`src/rtl/glyph_pkg.sv`:
```
// Shared definitions for the glyph row scanner: glyph geometry, FSM encodings,
// the double-buffered glyph pair and the row-group extraction helper.
package glyph_pkg;

   localparam int GLYPH_ROWS = 5;
   localparam int GLYPH_COLS = 3;
   localparam int GLYPH_BITS = 15;

   localparam logic [1:0] ST_IDLE  = 2'd0;
   localparam logic [1:0] ST_SHIFT = 2'd1;
   localparam logic [1:0] ST_LATCH = 2'd2;
   localparam logic [1:0] ST_HOLD  = 2'd3;

   localparam logic [1:0] SO_IDLE  = 2'd0;
   localparam logic [1:0] SO_SHIFT = 2'd1;
   localparam logic [1:0] SO_LATCH = 2'd2;

   typedef struct packed {
      logic [GLYPH_BITS-1:0] left;
      logic [GLYPH_BITS-1:0] right;
   } glyph_pair_t;

   // Row 0 is the top row and sits in the most significant group.
   function automatic logic [GLYPH_COLS-1:0] glyph_row(input logic [GLYPH_BITS-1:0] bitmap,
                                                       input logic [2:0] r);
      case (r)
         3'd0:    glyph_row = bitmap[14:12];
         3'd1:    glyph_row = bitmap[11:9];
         3'd2:    glyph_row = bitmap[8:6];
         3'd3:    glyph_row = bitmap[5:3];
         default: glyph_row = bitmap[2:0];
      endcase
   endfunction

endpackage

```
`src/rtl/glyph_shift_out.sv`:
```
// Parallel-load serializer: shifts a W-bit column word MSB first with a CLK_DIV
// prescaled ser_clk, then pulses ser_latch for CLK_DIV cycles.
module glyph_shift_out
   import glyph_pkg::*;
#(
   parameter int CLK_DIV = 2,
   parameter int W       = 7
) (
   input  logic         clk,
   input  logic         rst,
   input  logic         start,
   input  logic [W-1:0] word,
   output logic         ser_data,
   output logic         ser_clk,
   output logic         ser_latch,
   output logic         shift_end,
   output logic         done
);

   localparam int DW = (CLK_DIV > 1) ? $clog2(CLK_DIV) : 1;
   localparam int BW = $clog2(W);

   logic [1:0]    phase_q, phase_d;
   logic [W-1:0]  shreg_q, shreg_d;
   logic [BW-1:0] bit_cnt_q, bit_cnt_d;
   logic [DW-1:0] div_cnt_q, div_cnt_d;
   logic          half_q, half_d;
   logic          ser_data_q, ser_data_d;
   logic          ser_clk_q, ser_clk_d;
   logic          ser_latch_q, ser_latch_d;
   logic          div_last;

   assign div_last = (div_cnt_q == DW'(CLK_DIV - 1));

   // Next-state and next-output logic; shift_end/done flag the last cycle of each phase.
   always_comb begin
      phase_d     = phase_q;
      shreg_d     = shreg_q;
      bit_cnt_d   = bit_cnt_q;
      div_cnt_d   = div_cnt_q;
      half_d      = half_q;
      ser_data_d  = ser_data_q;
      ser_clk_d   = ser_clk_q;
      ser_latch_d = ser_latch_q;
      shift_end   = 1'b0;
      done        = 1'b0;
      case (phase_q)
         SO_IDLE: begin
            if (start) begin
               phase_d     = SO_SHIFT;
               shreg_d     = word;
               bit_cnt_d   = {BW{1'b0}};
               div_cnt_d   = {DW{1'b0}};
               half_d      = 1'b0;
               ser_data_d  = word[W-1];
               ser_clk_d   = 1'b0;
               ser_latch_d = 1'b0;
            end else begin
               ser_data_d  = 1'b0;
               ser_clk_d   = 1'b0;
               ser_latch_d = 1'b0;
            end
         end
         SO_SHIFT: begin
            if (!div_last) begin
               div_cnt_d = div_cnt_q + DW'(1);
            end else if (!half_q) begin
               div_cnt_d = {DW{1'b0}};
               half_d    = 1'b1;
               ser_clk_d = 1'b1;
            end else if (bit_cnt_q != BW'(W - 1)) begin
               div_cnt_d  = {DW{1'b0}};
               half_d     = 1'b0;
               ser_clk_d  = 1'b0;
               bit_cnt_d  = bit_cnt_q + BW'(1);
               shreg_d    = {shreg_q[W-2:0], 1'b0};
               ser_data_d = shreg_q[W-2];
            end else begin
               div_cnt_d   = {DW{1'b0}};
               half_d      = 1'b0;
               ser_clk_d   = 1'b0;
               ser_data_d  = 1'b0;
               ser_latch_d = 1'b1;
               phase_d     = SO_LATCH;
               shift_end   = 1'b1;
            end
         end
         SO_LATCH: begin
            if (!div_last) begin
               div_cnt_d = div_cnt_q + DW'(1);
            end else begin
               div_cnt_d   = {DW{1'b0}};
               ser_latch_d = 1'b0;
               phase_d     = SO_IDLE;
               done        = 1'b1;
            end
         end
         default: begin
            phase_d     = SO_IDLE;
            ser_data_d  = 1'b0;
            ser_clk_d   = 1'b0;
            ser_latch_d = 1'b0;
         end
      endcase
   end

   // State and output registers with synchronous reset.
   always_ff @(posedge clk) begin
      if (rst) begin
         phase_q     <= SO_IDLE;
         shreg_q     <= {W{1'b0}};
         bit_cnt_q   <= {BW{1'b0}};
         div_cnt_q   <= {DW{1'b0}};
         half_q      <= 1'b0;
         ser_data_q  <= 1'b0;
         ser_clk_q   <= 1'b0;
         ser_latch_q <= 1'b0;
      end else begin
         phase_q     <= phase_d;
         shreg_q     <= shreg_d;
         bit_cnt_q   <= bit_cnt_d;
         div_cnt_q   <= div_cnt_d;
         half_q      <= half_d;
         ser_data_q  <= ser_data_d;
         ser_clk_q   <= ser_clk_d;
         ser_latch_q <= ser_latch_d;
      end
   end

   assign ser_data  = ser_data_q;
   assign ser_clk   = ser_clk_q;
   assign ser_latch = ser_latch_q;

endmodule

```
`src/rtl/glyph_row_scanner.sv`:
```
// Row-multiplexed driver for a 5 x (6+GAP_COLS) LED matrix showing two 3x5 glyphs,
// with double-buffered glyph inputs committed only at frame boundaries.
module glyph_row_scanner
   import glyph_pkg::*;
#(
   parameter int CLK_DIV  = 2,
   parameter int ROW_HOLD = 1000,
   parameter int GAP_COLS = 1
) (
   input  logic                  clk,
   input  logic                  rst,
   input  logic [GLYPH_BITS-1:0] glyph_left,
   input  logic [GLYPH_BITS-1:0] glyph_right,
   input  logic                  load,
   output logic                  ser_data,
   output logic                  ser_clk,
   output logic                  ser_latch,
   output logic [4:0]            row_sel,
   output logic                  frame_done
);

   localparam int W  = 6 + GAP_COLS;
   localparam int HW = $clog2(ROW_HOLD + 1);

   logic [1:0]    state_q, state_d;
   logic [2:0]    row_q, row_d;
   logic [HW-1:0] hold_cnt_q, hold_cnt_d;
   logic [4:0]    row_sel_q, row_sel_d;
   logic          frame_done_q, frame_done_d;
   glyph_pair_t   active_q, active_d;
   glyph_pair_t   pend_q, pend_d;
   logic          pend_valid_q, pend_valid_d;

   glyph_pair_t   in_pair_s;
   logic [W-1:0]  word_s;
   logic          start_s;
   logic          frame_start_s;
   logic          shift_end_s;
   logic          done_s;

   assign in_pair_s = '{left: glyph_left, right: glyph_right};

   // Scan sequencing: row counter, hold timer and blanked row enables.
   always_comb begin
      state_d       = state_q;
      row_d         = row_q;
      hold_cnt_d    = hold_cnt_q;
      row_sel_d     = row_sel_q;
      frame_done_d  = 1'b0;
      start_s       = 1'b0;
      frame_start_s = 1'b0;
      case (state_q)
         ST_IDLE: begin
            if (pend_valid_q) begin
               start_s       = 1'b1;
               frame_start_s = 1'b1;
               row_d         = 3'd0;
               state_d       = ST_SHIFT;
            end else begin
               state_d = ST_IDLE;
            end
         end
         ST_SHIFT: begin
            if (shift_end_s) begin
               state_d = ST_LATCH;
            end else begin
               state_d = ST_SHIFT;
            end
         end
         ST_LATCH: begin
            if (done_s) begin
               state_d    = ST_HOLD;
               hold_cnt_d = {HW{1'b0}};
               row_sel_d  = 5'b00001 << row_q;
            end else begin
               state_d = ST_LATCH;
            end
         end
         ST_HOLD: begin
            if (hold_cnt_q == HW'(ROW_HOLD - 1)) begin
               row_sel_d = 5'b00000;
               start_s   = 1'b1;
               state_d   = ST_SHIFT;
               if (row_q == 3'(GLYPH_ROWS - 1)) begin
                  row_d         = 3'd0;
                  frame_done_d  = 1'b1;
                  frame_start_s = 1'b1;
               end else begin
                  row_d = row_q + 3'd1;
               end
            end else begin
               hold_cnt_d = hold_cnt_q + HW'(1);
            end
         end
         default: begin
            state_d   = ST_IDLE;
            row_sel_d = 5'b00000;
         end
      endcase
   end

   // A load coinciding with a frame start bypasses pending and shows in that frame.
   always_comb begin
      active_d     = active_q;
      pend_d       = pend_q;
      pend_valid_d = pend_valid_q;
      if (frame_start_s && load) begin
         active_d     = in_pair_s;
         pend_valid_d = 1'b0;
      end else if (frame_start_s && pend_valid_q) begin
         active_d     = pend_q;
         pend_valid_d = 1'b0;
      end else if (load) begin
         pend_d       = in_pair_s;
         pend_valid_d = 1'b1;
      end else begin
         pend_valid_d = pend_valid_q;
      end
   end

   // Column word for the row about to be shifted, built from the post-commit buffer.
   always_comb begin
      word_s          = {W{1'b0}};
      word_s[2:0]     = glyph_row(active_d.left, row_d);
      word_s[W-1:W-3] = glyph_row(active_d.right, row_d);
   end

   // Scanner registers with synchronous reset; load is ignored while rst is high.
   always_ff @(posedge clk) begin
      if (rst) begin
         state_q      <= ST_IDLE;
         row_q        <= 3'd0;
         hold_cnt_q   <= {HW{1'b0}};
         row_sel_q    <= 5'b00000;
         frame_done_q <= 1'b0;
         active_q     <= '{left: 15'd0, right: 15'd0};
         pend_q       <= '{left: 15'd0, right: 15'd0};
         pend_valid_q <= 1'b0;
      end else begin
         state_q      <= state_d;
         row_q        <= row_d;
         hold_cnt_q   <= hold_cnt_d;
         row_sel_q    <= row_sel_d;
         frame_done_q <= frame_done_d;
         active_q     <= active_d;
         pend_q       <= pend_d;
         pend_valid_q <= pend_valid_d;
      end
   end

   glyph_shift_out #(
      .CLK_DIV (CLK_DIV),
      .W       (W)
   ) u_shift_out (
      .clk       (clk),
      .rst       (rst),
      .start     (start_s),
      .word      (word_s),
      .ser_data  (ser_data),
      .ser_clk   (ser_clk),
      .ser_latch (ser_latch),
      .shift_end (shift_end_s),
      .done      (done_s)
   );

   assign row_sel    = row_sel_q;
   assign frame_done = frame_done_q;

endmodule

```
`config.mk`:
```
export PLATFORM = sky130hd
export DESIGN_NAME = glyph_row_scanner
export DESIGN_NICKNAME = d
export VERILOG_FILES = /design/src/rtl/glyph_pkg.sv /design/src/rtl/glyph_shift_out.sv /design/src/rtl/glyph_row_scanner.sv
export SDC_FILE = /design/constraint.sdc
export NUM_CORES = 1
export LEC_CHECK = 0
export BUFFER_PORTS_ARGS = -buffer_cell sky130_fd_sc_hd__buf_2
export CAP_MARGIN = 5
export CORE_MARGIN = 8
export CORE_UTILIZATION = 42
export DETAILED_ROUTE_END_ITERATION = 10
export RECOVER_POWER = 25
export SYNTH_ARGS = -nofsm -noshare
export SYNTH_HDL_FRONTEND = slang
export SYNTH_SLANG_ARGS = --single-unit
```
`constraint.sdc`:
```
create_clock -name clk -period 3.35 [get_ports clk]
set_clock_uncertainty 0.1 [all_clocks]
set_input_delay 0.5025 -clock clk [delete_from_list [all_inputs] [get_ports clk]]
set_output_delay 0.5025 -clock clk [all_outputs]
set_load 0.01 [all_outputs]
```
## Yosys cells after proc, flatten, opt, wreduce, memory -nomap -nowiden

Index checks and enable logic that the tools add are counted.

| word-level totals | value |
|---|---|
| input bits | 33 |
| register bits after elaboration | 98 |
| word-level logic and storage cells | 132 |
| output and inout port bits | 9 |

| cells by class | value |
|---|---|
| reduce and logical (&&, ||, !) cells | 21 |
| bitwise logic cells | 4 |
| shift-type cells | 1 |
| equal/unequal tests | 20 |
| muxes and demuxes | 64 |
| $add $sub $neg | 4 |

Operators by type and width:

| cell | count |
|---|---|
| two-way mux 30 bit | 2 |
| two-way mux 1 bit | 24 |
| two-way mux 6 bit | 4 |
| case mux 3 bit (4 select lines) | 2 |
| two-way mux 3 bit | 7 |
| two-way mux 10 bit | 2 |
| case mux 10 bit (2 select lines) | 1 |
| AND reduction 3 bit | 5 |
| two-way mux 2 bit | 7 |
| case mux 1 bit (2 select lines) | 6 |
| case mux 3 bit (2 select lines) | 2 |
| case mux 6 bit (2 select lines) | 1 |
| adder 10 x 1 -> 10 bit, second input constant | 1 |
| equality test 10 bit, second input constant | 1 |
| two-way mux 5 bit | 2 |
| != test 2 bit, second input constant | 5 |
| case mux 5 bit (2 select lines) | 1 |
| AND reduction 5 bit | 2 |
| != test 2 x 1 -> 1 bit, second input constant | 4 |
| case mux 2 bit (4 select lines) | 1 |
| adder 3 x 1 -> 3 bit, second input constant | 2 |
| equality test 2 bit, second input constant | 3 |
| equality test 3 x 2 -> 1 bit, second input constant | 2 |
| case mux 2 bit (3 select lines) | 1 |
| other kinds (16) | 26 |

## Depth between registers and ports, before layout

| depth | value |
|---|---|
| depth after elaboration | 10 |
| mapped depth | 11 |
| depth with buffers taken out | 9 |

## Hierarchy

Synthesis repeated with hierarchy kept, for this count alone.

| unflattened totals | value |
|---|---|
| cell total of the unflattened synthesis | 582 |
| area, all modules | 4855.9 um^2 |

By module, submodules not included:

| module | times used | seq. area each (um^2) | cells an instance | area each (um^2) |
|---|---|---|---|---|
| glyph_row_scanner | 1 | 1641.6 | 470 | 3854.9 |
| glyph_shift_out | 1 | 320.3 | 112 | 1001.0 |

## Worst setup path after synthesis

No wires, ideal clock.

| timing | value |
|---|---|
| path kind | reg-to-reg |
| start | register state_q[0] |
| end | register u_shift_out.shreg_q[2] |
| period minus slack after synthesis | 2.835 ns |
| library setup time | 0.126 ns |
| cell stages (with the launch flop) | 12 |
| data required time | 3.124 ns |
| buffers on the path | 2 |
| setup slack | 0.515 ns |
| arrival time | 2.609 ns |
| path through | dfxtp_1 inv_1 ha_1 nand4b_4 or4_4 buf_6 buf_6 a211o_1 o221ai_1 mux2i_1 a221oi_1 a21oi_1 |

| between the ends | value |
|---|---|
| longest elaborated chain between the ends | 8 |
| elaborated cells between the ends (all ways) | 18 |
| those cells by class | eq/ne: 5; mux: 8; reduce/logical: 5 |

Ends and longest elaborated chain:

| what | line | source |
|---|---|---|
| start: declaration | glyph_row_scanner.sv:25 | `logic [1:0] state_q, state_d;` |
| start signal: assignment | glyph_row_scanner.sv:140 | `state_q <= state_d;` |
| equality test 2 bit or zero test 2 bit (tied branches) | glyph_row_scanner.sv:52 | `case (state_q)` |
| case mux 1 bit (2 select lines) | glyph_row_scanner.sv:52 |  |
| logical AND 1 bit | glyph_row_scanner.sv:110 | `end else if (frame_start_s && pend_valid_q) begin` |
| two-way mux 30 bit | glyph_row_scanner.sv:110 |  |
| two-way mux 30 bit | glyph_row_scanner.sv:107 | `if (frame_start_s && load) begin` |
| case mux 3 bit (4 select lines) | glyph_pkg.sv:26 | `case (r)` |
| two-way mux 6 bit | glyph_shift_out.sv:49 | `if (start) begin` |
| case mux 6 bit (2 select lines) | glyph_shift_out.sv:47 | `case (phase_q)` |
| end signal: assignment | glyph_shift_out.sv:111 | `shreg_q <= {W{1'b0}};` |
| end signal: assignment | glyph_shift_out.sv:120 | `shreg_q <= shreg_d;` |
| end: declaration | glyph_shift_out.sv:24 | `logic [W-1:0] shreg_q, shreg_d;` |

Several ways; a longest one is shown, not always the timed one. The select of a mux whose other input is x is not followed.
A chain may end at the register's enable or synchronous reset.

## Worst setup path in the final report

Ends and elaborated chain as after synthesis.

==> flow_metrics.tcl <==
set metrics [dict create \
    synth-simple-area-share 0.2556 \
    synth_top_family_by_area "simple AND/OR/NAND/NOR gates" \
    power.switching_w 0.0007904 \
    final_layout_size_suffix_gt1_frac 0.1285 \
    syn_avg_cell_area_um2 7.905 \
    worstPathRequired_ns 3.54 \
    portBuffers 41 \
    area_growth_syn_to_layout_pct 13.56 \
    worstMarginPinSlew_ns 0.9550 \
    vias_per_cell 5.854 \
    max_freq_mhz 315.0 \
    synth_seq_cells 98 \
    start_kind "flop" \
    cp_max_fo 16 \
    setup_viol 0 \
    drt_iter0_drc 386 \
    antenna_found_initial 0 \
    p_leak_nw 2.146 \
    gp_congestion 0.8799 \
    hold_path_class "primary input to flop" \
    track_usage 0.1870 \
    vias 4824 \
    cts.root.buffer_cell "clkbuf_16" \
    final_hold_viol_count 0 \
    status "complete, no violations" \
    crit_path_end_kind "flop" \
    start_util 0.4238 \
    crit_path_top_delay_cell "or4_4" \
    synthArstFlopShare 0 \
    yosys.area_share.xor_xnor 0.01220 \
    grt_pass1_vias 4658 \
    powerDensity_nw_per_um2 487.8 \
    dieArea_um2 15730 \
    ys.flop_type "dfxtp_1" \
    cts.clk_slew.worst_paths_ns 0.07 \
    worstPathArrival_ns 3.37 \
    synth_compound_area_frac 0.2407 \
    final_cell_mix "101 x nand2_1, 98 x dfxtp_1, 70 x nor2_1" \
    reg2reg_slack_ns 0.18 \
    cts.htree.levels 3 \
    power_w 0.002785 \
    mostFrequentLayoutCell "nand2_1" \
    pin_count 42 \
    cap_violations 0 \
    seqPwrFrac 0.455 \
    internal_power_w 0.001995 \
    synth_top_area_cell "dfxtp_1" \
    cts_tree "yes" \
    combPwrFrac 0.163 \
    ir_drop_mv 0.2962 \
    yosysWarnings 0 \
    die_w_um 125.4 \
    cts_buffers 9 \
    ant_nets 0 \
    wl_um 14460 \
    r2r.worst_path.cells 9 \
    synth_top_area_frac 0.3902 \
    drt-pass1-iter-count 5 \
    wire_per_inst_um 17.55 \
    core_area_um2 11860 \
    syn_area_um2 5027 \
    synthAdderAreaFrac 0.03982 \
    overflow 0 \
    synth-edff-count 0 \
    drcViolationCount 0 \
    ys_types 68 \
    relSlewSlack 0.3610 \
    die_h_um 125.4 \
    pwr-share-clk 0.382 \
    yosysSeqAreaShare 0.3902 \
    cts_buffer_depth 2 \
    rows 40 \
    hpwl_um 10550 \
    switching_share 0.2838 \
    muxShareOfSynthArea 0.01244 \
    critPathMaxStageDelay_ns 0.70 \
    synthTopCellsByArea "dfxtp_1 39%, nand2_1 7.6%, a21oi_1 6.8%" \
    rsz0062_at_grt "false" \
    synth_cells 636 \
    slew_violations 0 \
    grt_pass1_wl_um 23880 \
    post_cts_buffers 0 \
    clk_latency_ns 0.36 \
    fin_crit_sh 0.9476 \
    path_cells "inv_1 > ha_1 > nand4b_4 > or4_4 > a21oi_4 > o221ai_1 > mux2i_1 > a221oi_1 > a21oi_1" \
    fin_tns_setup_ns 0 \
    crit_type "flop to flop" \
    clock-sinks 98 \
    synth_nets 685 \
    nets 721 \
    grt_max_degree 60 \
    antenna_cells 0 \
    finalCriticalPeriod_ns 3.174 \
    hold_depth 3 \
]
-- cell usage after synthesis (5+ instances only) --
cell type,n
o22ai_1,17
nand3_1,17
and2_1,15
a21oi_1,68
a211o_1,6
nor3_1,16
nand2_1,102
a31oi_1,5
o221ai_1,6
dfxtp_1,98
nand4_1,5
o21ai_0,14
nor2b_1,6
xor2_1,6
nand2b_1,6
inv_1,16
a211oi_1,13
o21a_1,7
clkbuf_1,23
nor2_1,72
ha_1,16
a22oi_1,16
-- metrics by stage --
stage                     setup WS [ns]  cells  utilization  hold slack (ns)  area, um2
after floorplan                  0.5147    636            -           0.3312       5027
after global placement           0.1407    808       0.4544           0.3428       5390
after detailed placement        0.08222    808       0.4544           0.3445       5390
after CTS                       0.06002    824       0.4801           0.2828       5694
after global routing          0.0007330    824       0.4813           0.2872       5709
final                            0.1756    824       0.4813           0.2870       5709
-- area by class of cell --
class | instances | area [um2]
Fill cell | 1199 | 6152
Tap cell | 147 | 183.9
Clock inverter | 6 | 65.06
Multi-Input combinational cell | 485 | 2859
Timing Repair Buffer | 62 | 340.3
Sequential cell | 98 | 1962
Clock buffer | 10 | 239.0
Inverter | 16 | 60.06
-- sequential cells by signal (all words and copies together), names as in the netlist, named ones only --
signal,cells
u_shift_out.bit_cnt_q,3
u_shift_out.shreg_q,6
u_shift_out.half_q,1
frame_done,1
u_shift_out.ser_data,1
row_q,3
state_q,1
u_shift_out.div_cnt_q,1
row_sel,5
u_shift_out.ser_latch,1
pend_q,30
hold_cnt_q,10
u_shift_out.ser_clk,1
u_shift_out.phase_q,2
active_q,30
pend_valid_q,1
-- what timing repair did --
| item | 4_1_cts | 5_1_grt |
|---|---|---|
| hold endpoints to repair | 0 | 0 |
| resized for setup | 0 | 10 |
| endpoints found under the setup margin | 0 | 6 |
| hold buffers | 0 | 0 |
-- per-layer routing --
layer,wire [um],GRT usage
met5,0,0
met4,374,0.07880
met3,796,0.04547
met2,6825,0.3043
met1,6466,0.2314
-- logic make-up after synthesis --
logic type / count (synthesis)
and+or+nand+nor: 269
buffers and inverters: 53
adders and majority gates: 16
muxes: 6
AOI/OAI and AO/OA: 187
xor gates and xnor gates: 7
DFF: 98
-- power groups by stage --
stage                     combinational [W]  clock (W)  sequential, W
after floorplan                    0.000321          0        0.00128
after global placement             0.000435          0        0.00129
after detailed placement           0.000446          0        0.00129
after CTS                          0.000447    0.00109        0.00127
after global routing               0.000503    0.00114        0.00127
final                              0.000455    0.00106        0.00127
-- worst max-delay path: cells and delay by family (launching register included) --
| kind | cells | cell delay, ns |
|---|---|---|
| AOI/OAI and AO/OA | 4 | 0.88 |
| buffers and inverters | 1 | 0.12 |
| muxes | 1 | 0.26 |
| DFF | 1 | 0.40 |
| and+or+nand+nor | 2 | 0.93 |
| adders and majority gates | 1 | 0.42 |
-- path summary, 6_finish.rpt --
path | start | end
min | glyph_right[14] | pend_q[14]$_SDFFE_PP0P_
max reg2reg | state_q[0]$_SDFFE_PP0P_ | u_shift_out.shreg_q[2]$_SDFFE_PP0P_
max | state_q[0]$_SDFFE_PP0P_ | u_shift_out.shreg_q[2]$_SDFFE_PP0P_
min reg2reg | pend_q[9]$_SDFFE_PP0P_ | pend_q[9]$_SDFFE_PP0P_
Note: power is estimated with default switching activity, not from simulation.
